### config.mk
export PLATFORM = sky130hd
export DESIGN_NAME = two_opt_scheduler
export DESIGN_NICKNAME = d
export VERILOG_FILES = /design/src/rtl/two_opt_scheduler.sv
export SDC_FILE = /design/constraint.sdc
export NUM_CORES = 1
export LEC_CHECK = 0
export CORE_MARGIN = 1.5
export CORE_UTILIZATION = 55
export CTS_BUF_LIST = sky130_fd_sc_hd__clkbuf_4 sky130_fd_sc_hd__clkbuf_8
export CTS_CLUSTER_DIAMETER = 60
export CTS_CLUSTER_SIZE = 16
export DETAILED_ROUTE_END_ITERATION = 6
export PLACE_DENSITY = 0.75
export REMOVE_ABC_BUFFERS = 1
export SLEW_MARGIN = 20
export SYNTH_ARGS = -nofsm -noshare
export SYNTH_HDL_FRONTEND = slang
export SYNTH_SLANG_ARGS = --single-unit
export TNS_END_PERCENT = 1
### constraint.sdc
create_clock -name clk -period 7.55 [get_ports clk]
set_input_delay 1.1325 -clock clk [delete_from_list [all_inputs] [get_ports clk]]
set_output_delay 1.1325 -clock clk [all_outputs]
set_load 0.05 [all_outputs]
### src/rtl/two_opt_scheduler.sv
// two_opt_scheduler: walks a closed tour of N_CITY cities in windows of four
// consecutive positions, drives one external adjacent-swap checker per window,
// and swaps the two middle positions whenever the checker reports a gain.
// Passes repeat until a pass applies no swap or MAX_PASS passes have run.
// Optional feature: define SWAP_TRACE_EN to add the swap_valid/swap_pos/swap_gain
// trace outputs.
module two_opt_scheduler #(
    parameter int N_CITY   = 16,
    parameter int IDX_W    = 4,
    parameter int MAX_PASS = 255
) (
    input  logic             clk,
    input  logic             rst,
    input  logic             wr_en,
    input  logic [IDX_W-1:0] wr_addr,
    input  logic [7:0]       wr_x,
    input  logic [7:0]       wr_y,
    input  logic             start,
    output logic             busy,
    output logic             done,
    output logic [7:0]       pass_cnt,
    output logic [31:0]      total_gain,
    input  logic [IDX_W-1:0] rd_pos,
    output logic [IDX_W-1:0] rd_city,
    output logic             chk_rst,
    output logic [7:0]       chk_x1,
    output logic [7:0]       chk_y1,
    output logic [7:0]       chk_x2,
    output logic [7:0]       chk_y2,
    output logic [7:0]       chk_x3,
    output logic [7:0]       chk_y3,
    output logic [7:0]       chk_x4,
    output logic [7:0]       chk_y4,
`ifdef SWAP_TRACE_EN
    output logic             swap_valid,
    output logic [IDX_W-1:0] swap_pos,
    output logic [31:0]      swap_gain,
`endif
    input  logic             chk_res,
    input  logic             chk_complete,
    input  logic [31:0]      chk_diff
);

    localparam int DEPTH = 2 ** IDX_W;

    typedef enum logic [2:0] {
        S_IDLE, S_INIT, S_LOAD, S_KICK, S_WAIT, S_APPLY, S_END_PASS, S_DONE
    } state_t;

    state_t           state_q, state_d;
    logic [IDX_W-1:0] p_q, p_d;
    logic             swap_q, swap_d;
    logic [7:0]       pass_q, pass_d;
    logic [31:0]      gain_q, gain_d;
    logic [7:0]       cx_q [4];
    logic [7:0]       cx_d [4];
    logic [7:0]       cy_q [4];
    logic [7:0]       cy_d [4];
    logic [IDX_W-1:0] tour_q [DEPTH];
    logic [IDX_W-1:0] tour_d [DEPTH];
    logic [7:0]       xmem [DEPTH];
    logic [7:0]       ymem [DEPTH];
    logic [IDX_W-1:0] p1, p2;

    // Tour position p+k wrapped modulo N_CITY.
    function automatic logic [IDX_W-1:0] pos_add(input logic [IDX_W-1:0] p, input int unsigned k);
        int unsigned s;
        s = 32'(p) + k;
        if (s >= 32'(N_CITY)) s = s - 32'(N_CITY);
        return IDX_W'(s);
    endfunction

    assign p1 = pos_add(p_q, 1);
    assign p2 = pos_add(p_q, 2);

    assign busy       = (state_q != S_IDLE) && (state_q != S_DONE);
    assign done       = (state_q == S_DONE);
    assign chk_rst    = !((state_q == S_KICK) || (state_q == S_WAIT));
    assign pass_cnt   = pass_q;
    assign total_gain = gain_q;
    assign rd_city    = tour_q[rd_pos];
    assign chk_x1 = cx_q[0];
    assign chk_y1 = cy_q[0];
    assign chk_x2 = cx_q[1];
    assign chk_y2 = cy_q[1];
    assign chk_x3 = cx_q[2];
    assign chk_y3 = cy_q[2];
    assign chk_x4 = cx_q[3];
    assign chk_y4 = cy_q[3];

`ifdef SWAP_TRACE_EN
    assign swap_valid = (state_q == S_APPLY) && chk_res;
    assign swap_pos   = swap_valid ? p1 : '0;
    assign swap_gain  = swap_valid ? chk_diff : '0;
`endif

    // Coordinate RAM: host writes accepted only while idle; no reset.
    always_ff @(posedge clk) begin
        if (wr_en && !busy) begin
            xmem[wr_addr] <= wr_x;
            ymem[wr_addr] <= wr_y;
        end
    end

    // State and datapath registers; reset restores the identity tour.
    always_ff @(posedge clk or posedge rst) begin
        if (rst) begin
            state_q <= S_IDLE;
            p_q     <= '0;
            swap_q  <= 1'b0;
            pass_q  <= '0;
            gain_q  <= '0;
            for (int unsigned k = 0; k < 4; k++) begin
                cx_q[k] <= '0;
                cy_q[k] <= '0;
            end
            for (int unsigned k = 0; k < DEPTH; k++) tour_q[k] <= IDX_W'(k);
        end else begin
            state_q <= state_d;
            p_q     <= p_d;
            swap_q  <= swap_d;
            pass_q  <= pass_d;
            gain_q  <= gain_d;
            cx_q    <= cx_d;
            cy_q    <= cy_d;
            tour_q  <= tour_d;
        end
    end

    // Next-state and datapath updates for the window/pass sequencer.
    always_comb begin
        state_d = state_q;
        p_d     = p_q;
        swap_d  = swap_q;
        pass_d  = pass_q;
        gain_d  = gain_q;
        cx_d    = cx_q;
        cy_d    = cy_q;
        tour_d  = tour_q;
        unique case (state_q)
            S_IDLE: if (start) state_d = S_INIT;
            S_INIT: begin
                p_d     = '0;
                swap_d  = 1'b0;
                pass_d  = '0;
                gain_d  = '0;
                state_d = S_LOAD;
            end
            S_LOAD: begin
                for (int unsigned k = 0; k < 4; k++) begin
                    cx_d[k] = xmem[tour_q[pos_add(p_q, k)]];
                    cy_d[k] = ymem[tour_q[pos_add(p_q, k)]];
                end
                state_d = S_KICK;
            end
            S_KICK: state_d = S_WAIT;
            S_WAIT: if (chk_complete) state_d = S_APPLY;
            S_APPLY: begin
                if (chk_res) begin
                    tour_d[p1] = tour_q[p2];
                    tour_d[p2] = tour_q[p1];
                    gain_d     = gain_q + chk_diff;
                    swap_d     = 1'b1;
                end
                if (32'(p_q) == 32'(N_CITY - 1)) begin
                    state_d = S_END_PASS;
                end else begin
                    p_d     = p_q + 1'b1;
                    state_d = S_LOAD;
                end
            end
            S_END_PASS: begin
                pass_d = pass_q + 8'd1;
                if (!swap_q || (pass_d == 8'(MAX_PASS))) begin
                    state_d = S_DONE;
                end else begin
                    p_d     = '0;
                    swap_d  = 1'b0;
                    state_d = S_LOAD;
                end
            end
            S_DONE: state_d = S_IDLE;
            default: state_d = S_IDLE;
        endcase
    end

endmodule
==> impl_metrics.toml, run 1 <==
[finish]
final_common_cell = "nand2_1"
final_cell_mix = "361 x nand2_1, 256 x edfxtp_1, 188 x mux2i_1"
fin_cells = 3366
layout.nets = 2765
area_growth_pct = 10.6
regArea_um2 = 12100
multi_input_area_um2 = 15200
n_fill_cell = 4108
drive_gt1_share_pct = 15.5

[drt]
dr.first_iter.drc_count = 3406
firstDrtPassIters = 7
remaining_drc_errors = 9
via_per_inst = 7.28
via_count = 24500
ant_nets = 0
wl_um = 98400
wl_per_cell_um = 29.2

[global_routing]
grt_pass1_wl_um = 147000
grt_max_degree = 127
grt_antenna_before_repair = 3
grt_util_all_layers_pct = 37.0
first_global_vias = 23700
grt-ovfl-total = 0

[placement]
port_buffers = 172
routabilityCongestion = 0.962
dpl.hpwl_um = 61000
place_inst = 3289

[floorplanning]
start_util_pct = 56.0
ios = 173
die_width_um = 230
die-area_um2 = 52800
die_y_um = 230
core_area_um2 = 50500
std_cell_rows = 82

[yosys]
yosys_warnings = 0
syn_inst = 2606
netlist_area_um2 = 28300
yosysSeqAreaShare_pct = 42.9
synth-edff-count = 256
synth-seq-cells = 432
synthFlopType = "edfxtp_1"
ys_types = 76
synth_async_sr_flop_share_pct = 40.7
postSynthAreaPerCell_um2 = 10.8

[timing]
finalCriticalPeriod_ns = 5.42
setup_viol = 0
worst_pin_slew_ns = 1.31
fmax_ghz = 0.185
setup_tns_ns = 0
slew_violations = 0
relSlewSlack_pct = 12.4
rsz0062_at_grt = "no"
period_share_pct = 71.8
hold_viol = 0
skew_ns = 0.0366

[setup_path]
critPathArrivalTime_ns = 5.90
crit_type = "register to register"
startpoint_type = "register"
required_ns = 8.04
setup.worst_path.end_class = "register"
cp_max_fo = 51
reg2reg_setup_slack_ns = 2.13

[pwr]
internal_power_mw = 6.89
pwr-share-comb_pct = 67.1
switching_share_pct = 52.9
pwr-share-seq_pct = 22.2
clkPwrFrac_pct = 10.6
peakVddDrop_mv = 0.447
cellLeakagePower_nw = 10.8
p_total_mw = 14.6
p_sw_mw = 7.75
powerDensity_nw_per_um2 = 469

[clock_network]
clkSinkCount = 432
cts_tree = "yes"
cts.hold.buffers_added = 0
cts.clk_slew.worst_paths_ns = 0.10
cts_root_buf = "clkbuf_8"
cts.repair.resized = 0
postCtsSetupBuffers = 0
cts.path.max_buffers = 3
cts_made_buffers = 41
h-tree-depth = 2
clkLatencyLatePin_ns = 0.66

[flow_run]
drv_cap = 0

[status]
violations = "design-rule violations"
status = "finished, violations left"

[hold_path]
min_path_type = "register to register"
-- power groups by stage --
| stage | sequential, mW | combinational (mW) | clock [mW] |
|---|---|---|---|
| detailed placement | 3.29 | 9.56 | 0 |
| global route | 3.29 | 10.3 | 1.65 |
| global placement | 3.28 | 9.38 | 0 |
| floorplan | 4.01 | 5.92 | 0 |
| finish | 3.26 | 9.83 | 1.56 |
| CTS | 3.24 | 9.58 | 1.56 |
-- critical path: stages (launching register included) --
cell     delay [ns]
dfrtp_1        0.78
inv_1          0.29
ha_1           1.05
mux4_2         0.37
mux2i_1        0.13
o21ai_4        0.23
buf_4          0.70
and2b_1        0.99
a22oi_1        0.26
a32oi_1        0.25
o21ai_0        0.15
-- final cells by class --
cell class / instances / area share, %
diodes: 2 / 0.0160
clock buffers: 54 / 2.20
clock inverters: 21 / 0.557
inverters: 23 / 0.304
multi-input cells: 1938 / 48.6
flip-flops and latches: 432 / 38.8
well taps: 672 / 2.69
repair buffers: 224 / 6.80
-- metal layers --
metal | routed length, um | up-vias | GRT usage (%)
li1 | - | 10200 | -
met1 | 35800 | 11900 | 48.1
met2 | 44700 | 1962 | 57.4
met3 | 12000 | 419 | 8.18
met4 | 5900 | 2 | 21.2
met5 | 13 | - | 0
-- worst paths after layout --
kind / start / endpoint / cells after the start
setup / recovery: p_q[1] / chk_y4[5] / 10
hold reg to reg: chk_y3[3] / chk_y3[3] / 2
setup reg to reg: p_q[1] / chk_y4[5] / 10
hold / removal: chk_y3[3] / chk_y3[3] / 2
min in group asynchronous: rst / total_gain[31] / 2
max in group asynchronous: rst / chk_x3[5] / 3
-- cells by family (layout without fill, tap and decap cells) --
logic type	Yosys count	count (layout)	share of synthesized area (%)
other cells	0	2	0
buf+inv	236	322	4.04
mux	401	401	21.4
xor+xnor	27	27	0.943
simple gates	746	746	11.8
flops	432	432	42.9
compound gates	721	721	17.0
fa+ha+maj	43	43	1.93
-- flip-flops by register name (all words and copies together) (netlist names) --
register / flops
xmem: 128
ymem: 128
tour_q: 64
total_gain: 32
chk_x1: 8
chk_x2: 8
chk_x3: 8
chk_x4: 8
chk_y1: 8
chk_y2: 8
chk_y3: 8
chk_y4: 8
pass_cnt: 8
p_q: 4
state_q: 3
swap_q: 1
-- cell usage after synthesis (8+ instances only) --
| cell type | count | area (um2) |
|---|---|---|
| a211oi_1 | 119 | 893 |
| a21o_1 | 17 | 128 |
| a21oi_1 | 159 | 796 |
| a22oi_1 | 34 | 255 |
| a311oi_1 | 19 | 166 |
| a31oi_1 | 33 | 206 |
| a32oi_1 | 63 | 552 |
| and2_0 | 8 | 50.1 |
| and2_1 | 39 | 244 |
| and3_1 | 9 | 56.3 |
| buf_1 | 17 | 63.8 |
| buf_2 | 65 | 325 |
| buf_4 | 24 | 180 |
| buf_6 | 11 | 124 |
| clkbuf_1 | 94 | 353 |
| dfrtp_1 | 144 | 3600 |
| dfstp_2 | 32 | 841 |
| edfxtp_1 | 256 | 7690 |
| ha_1 | 42 | 526 |
| inv_1 | 22 | 82.6 |
| mux2_2 | 55 | 619 |
| mux2i_1 | 188 | 1880 |
| mux4_2 | 157 | 3540 |
| nand2_1 | 361 | 1360 |
| nand2b_1 | 9 | 56.3 |
| nand3_1 | 77 | 385 |
| nand4_1 | 11 | 68.8 |
| nor2_1 | 130 | 488 |
| nor2b_1 | 53 | 332 |
| nor3_1 | 28 | 140 |
| o2111ai_1 | 17 | 149 |
| o211ai_1 | 48 | 360 |
| o21ai_0 | 73 | 365 |
| o21ai_1 | 32 | 160 |
| o22ai_1 | 62 | 388 |
| xnor2_1 | 10 | 87.6 |
| xor2_1 | 13 | 114 |
-- stage by stage --
| stage | hold slack [ns] | utilization (%) | setup slack, ns | area (um2) |
|---|---|---|---|---|
| global route | 0.535 | 61.9 | 1.94 | 31300 |
| global placement | 0.486 | 60.2 | 2.34 | 30400 |
| floorplan | 0.478 | - | -5.92 | 27200 |
| finish | 0.517 | 61.9 | 2.13 | 31300 |
| CTS | 0.522 | 61.9 | 2.28 | 31200 |
| detailed placement | 0.501 | 60.2 | 2.30 | 30400 |
No activity file was read; power rests on OpenSTA's default activity.
==> run 2: changes to the inputs <==
PLACE_DENSITY = 0.78   (was 0.75)
clock period = 4.4 ns   (was 7.55 ns; I/O delays follow)
==> impl_metrics.toml, run 2 (synthesis gave the netlist of run 1 again) <==
[status]
status = "finished, violations left"
violations = "design-rule violations"

[clock_network]
h-tree-depth = 2
cts_root_buf = "clkbuf_8"
postCtsSetupBuffers = 0
clkSinkCount = 432
cts_made_buffers = 42
clkLatencyLatePin_ns = 0.68
cts.repair.resized = 0
cts.path.max_buffers = 3
cts_tree = "yes"
cts.clk_slew.worst_paths_ns = 0.11
cts.hold.buffers_added = 0

[finish]
layout.nets = 2827
area_growth_pct = 13.0
drive_gt1_share_pct = 17.5
final_common_cell = "nand2_1"
stdcell_area_um2 = 31900
reg_top3 = "xmem x128, ymem x128, tour_q x64"
n_fill_cell = 3927
final_cell_mix = "361 x nand2_1, 256 x edfxtp_1, 188 x mux2i_1"

[pwr]
switching_share_pct = 51.4
peakVddDrop_mv = 0.614
p_total_mw = 25.8
cellLeakagePower_nw = 11.2
internal_power_mw = 12.5
pwr-share-seq_pct = 21.2
pwr-share-comb_pct = 67.8
clkPwrFrac_pct = 11.0
p_sw_mw = 13.3
powerDensity_nw_per_um2 = 809

[setup_path]
crit_type = "register to register"
startpoint_type = "register"
required_ns = 4.96
crit_family = "multiplexers"
slowest_delay_ns = 0.87
cp_max_fo = 57
setup.worst_path.end_class = "register"
critPathArrivalTime_ns = 4.74
crit_chain = "inv_1 -> ha_1 -> mux4_2 -> mux4_4 -> buf_4 -> a211oi_1 -> a31oi_1 -> a21oi_1 -> o211ai_1"
cpMaxStageDelayCell = "ha_1"
critPathBufInv = 2

[floorplanning]
start_util_pct = 56.0
ios = 173
die_width_um = 230
die_y_um = 230
core_area_um2 = 50500
die-area_um2 = 52800
std_cell_rows = 82

[placement]
routabilityCongestion = 0.944
dpl.hpwl_um = 64200
place_area_um2 = 31000
port_buffers = 172

[timing]
skew_ns = 0.0391
fmax_ghz = 0.239
slew_violations = 0
relSlewSlack_pct = 26.7
hold_viol = 0
period_share_pct = 95.0
worst_pin_slew_ns = 1.09
finalCriticalPeriod_ns = 4.18
setup_viol = 0
rsz0062_at_grt = "no"

[drt]
remaining_drc_errors = 14
wl_um = 98600
ant_nets = 0
firstDrtPassIters = 7
via_per_inst = 7.21
wl_per_cell_um = 28.8
dr.first_iter.drc_count = 3505
via_count = 24700

[global_routing]
first_global_vias = 23900
grt_antenna_before_repair = 1
grt_util_all_layers_pct = 36.9
grt_pass1_wl_um = 148000
grt_max_degree = 89
grt-ovfl-total = 0

[flow_run]
drv_cap = 0

[hold_path]
min_path_type = "register to register"
## run 2: stage by stage
step	hold WS (ns)	worst slack, ns	util [%]	std cells	setup TNS, ns
finish	0.512	0.219	63.3	3427	0
global route	0.547	0.0376	63.3	3427	0
CTS	0.517	0.272	63.3	3426	0
detailed placement	0.495	0.270	61.4	3350	0
global placement	0.489	0.344	61.4	3350	0
floorplan	0.478	-9.07	-	2393	-542.02
## run 2: worst paths after layout
kind                       startpoint             end  slack, ns  cells past startpoint
max                            p_q[0]       chk_x2[1]       0.22                      9
min                         chk_y3[1]       chk_y3[1]       0.51                      2
max reg2reg                    p_q[0]       chk_x2[1]       0.22                      9
min reg2reg                 chk_y3[1]       chk_y3[1]       0.51                      2
max in group asynchronous         rst      tour_q[46]       2.81                      3
min in group asynchronous         rst  total_gain[25]       0.52                      2
## run 2: cell type report
class,instances,area [um2],share of cell area (%)
clock inverter,28,295,0.925
tap,672,841,2.63
multi-input combinational,1938,15100,47.4
timing repair buffer,285,2790,8.73
sequential,432,12100,38.0
clock buffer,48,636,1.99
antenna,1,2.50,0.00784
inverter,23,92.6,0.290
## run 2: layer usage
| metal | GRT usage [%] | vias to the layer above | wire, um |
|---|---|---|---|
| li1 | - | 10400 | - |
| met4 | 18.0 | 0 | 5080 |
| met2 | 57.6 | 1894 | 44800 |
| met1 | 49.3 | 12100 | 37100 |
| met3 | 7.94 | 372 | 11600 |
| met5 | 0 | - | 0 |
## run 2: tightest hold or removal path, cell delays in order, from the launching register on
cell      delay (ns)
dfrtp_1         0.35
nand2_1         0.05
o211ai_1        0.08
## run 2: power by group through the flow
stage                     logic, mW  registers (mW)  clock network [mW]
after floorplan                9.50            6.89                   0
after global placement         16.8            5.53                   0
after detailed placement       17.1            5.54                   0
after CTS                      17.2            5.46                2.86
after global routing           18.4            5.54                3.00
final                          17.5            5.48                2.84
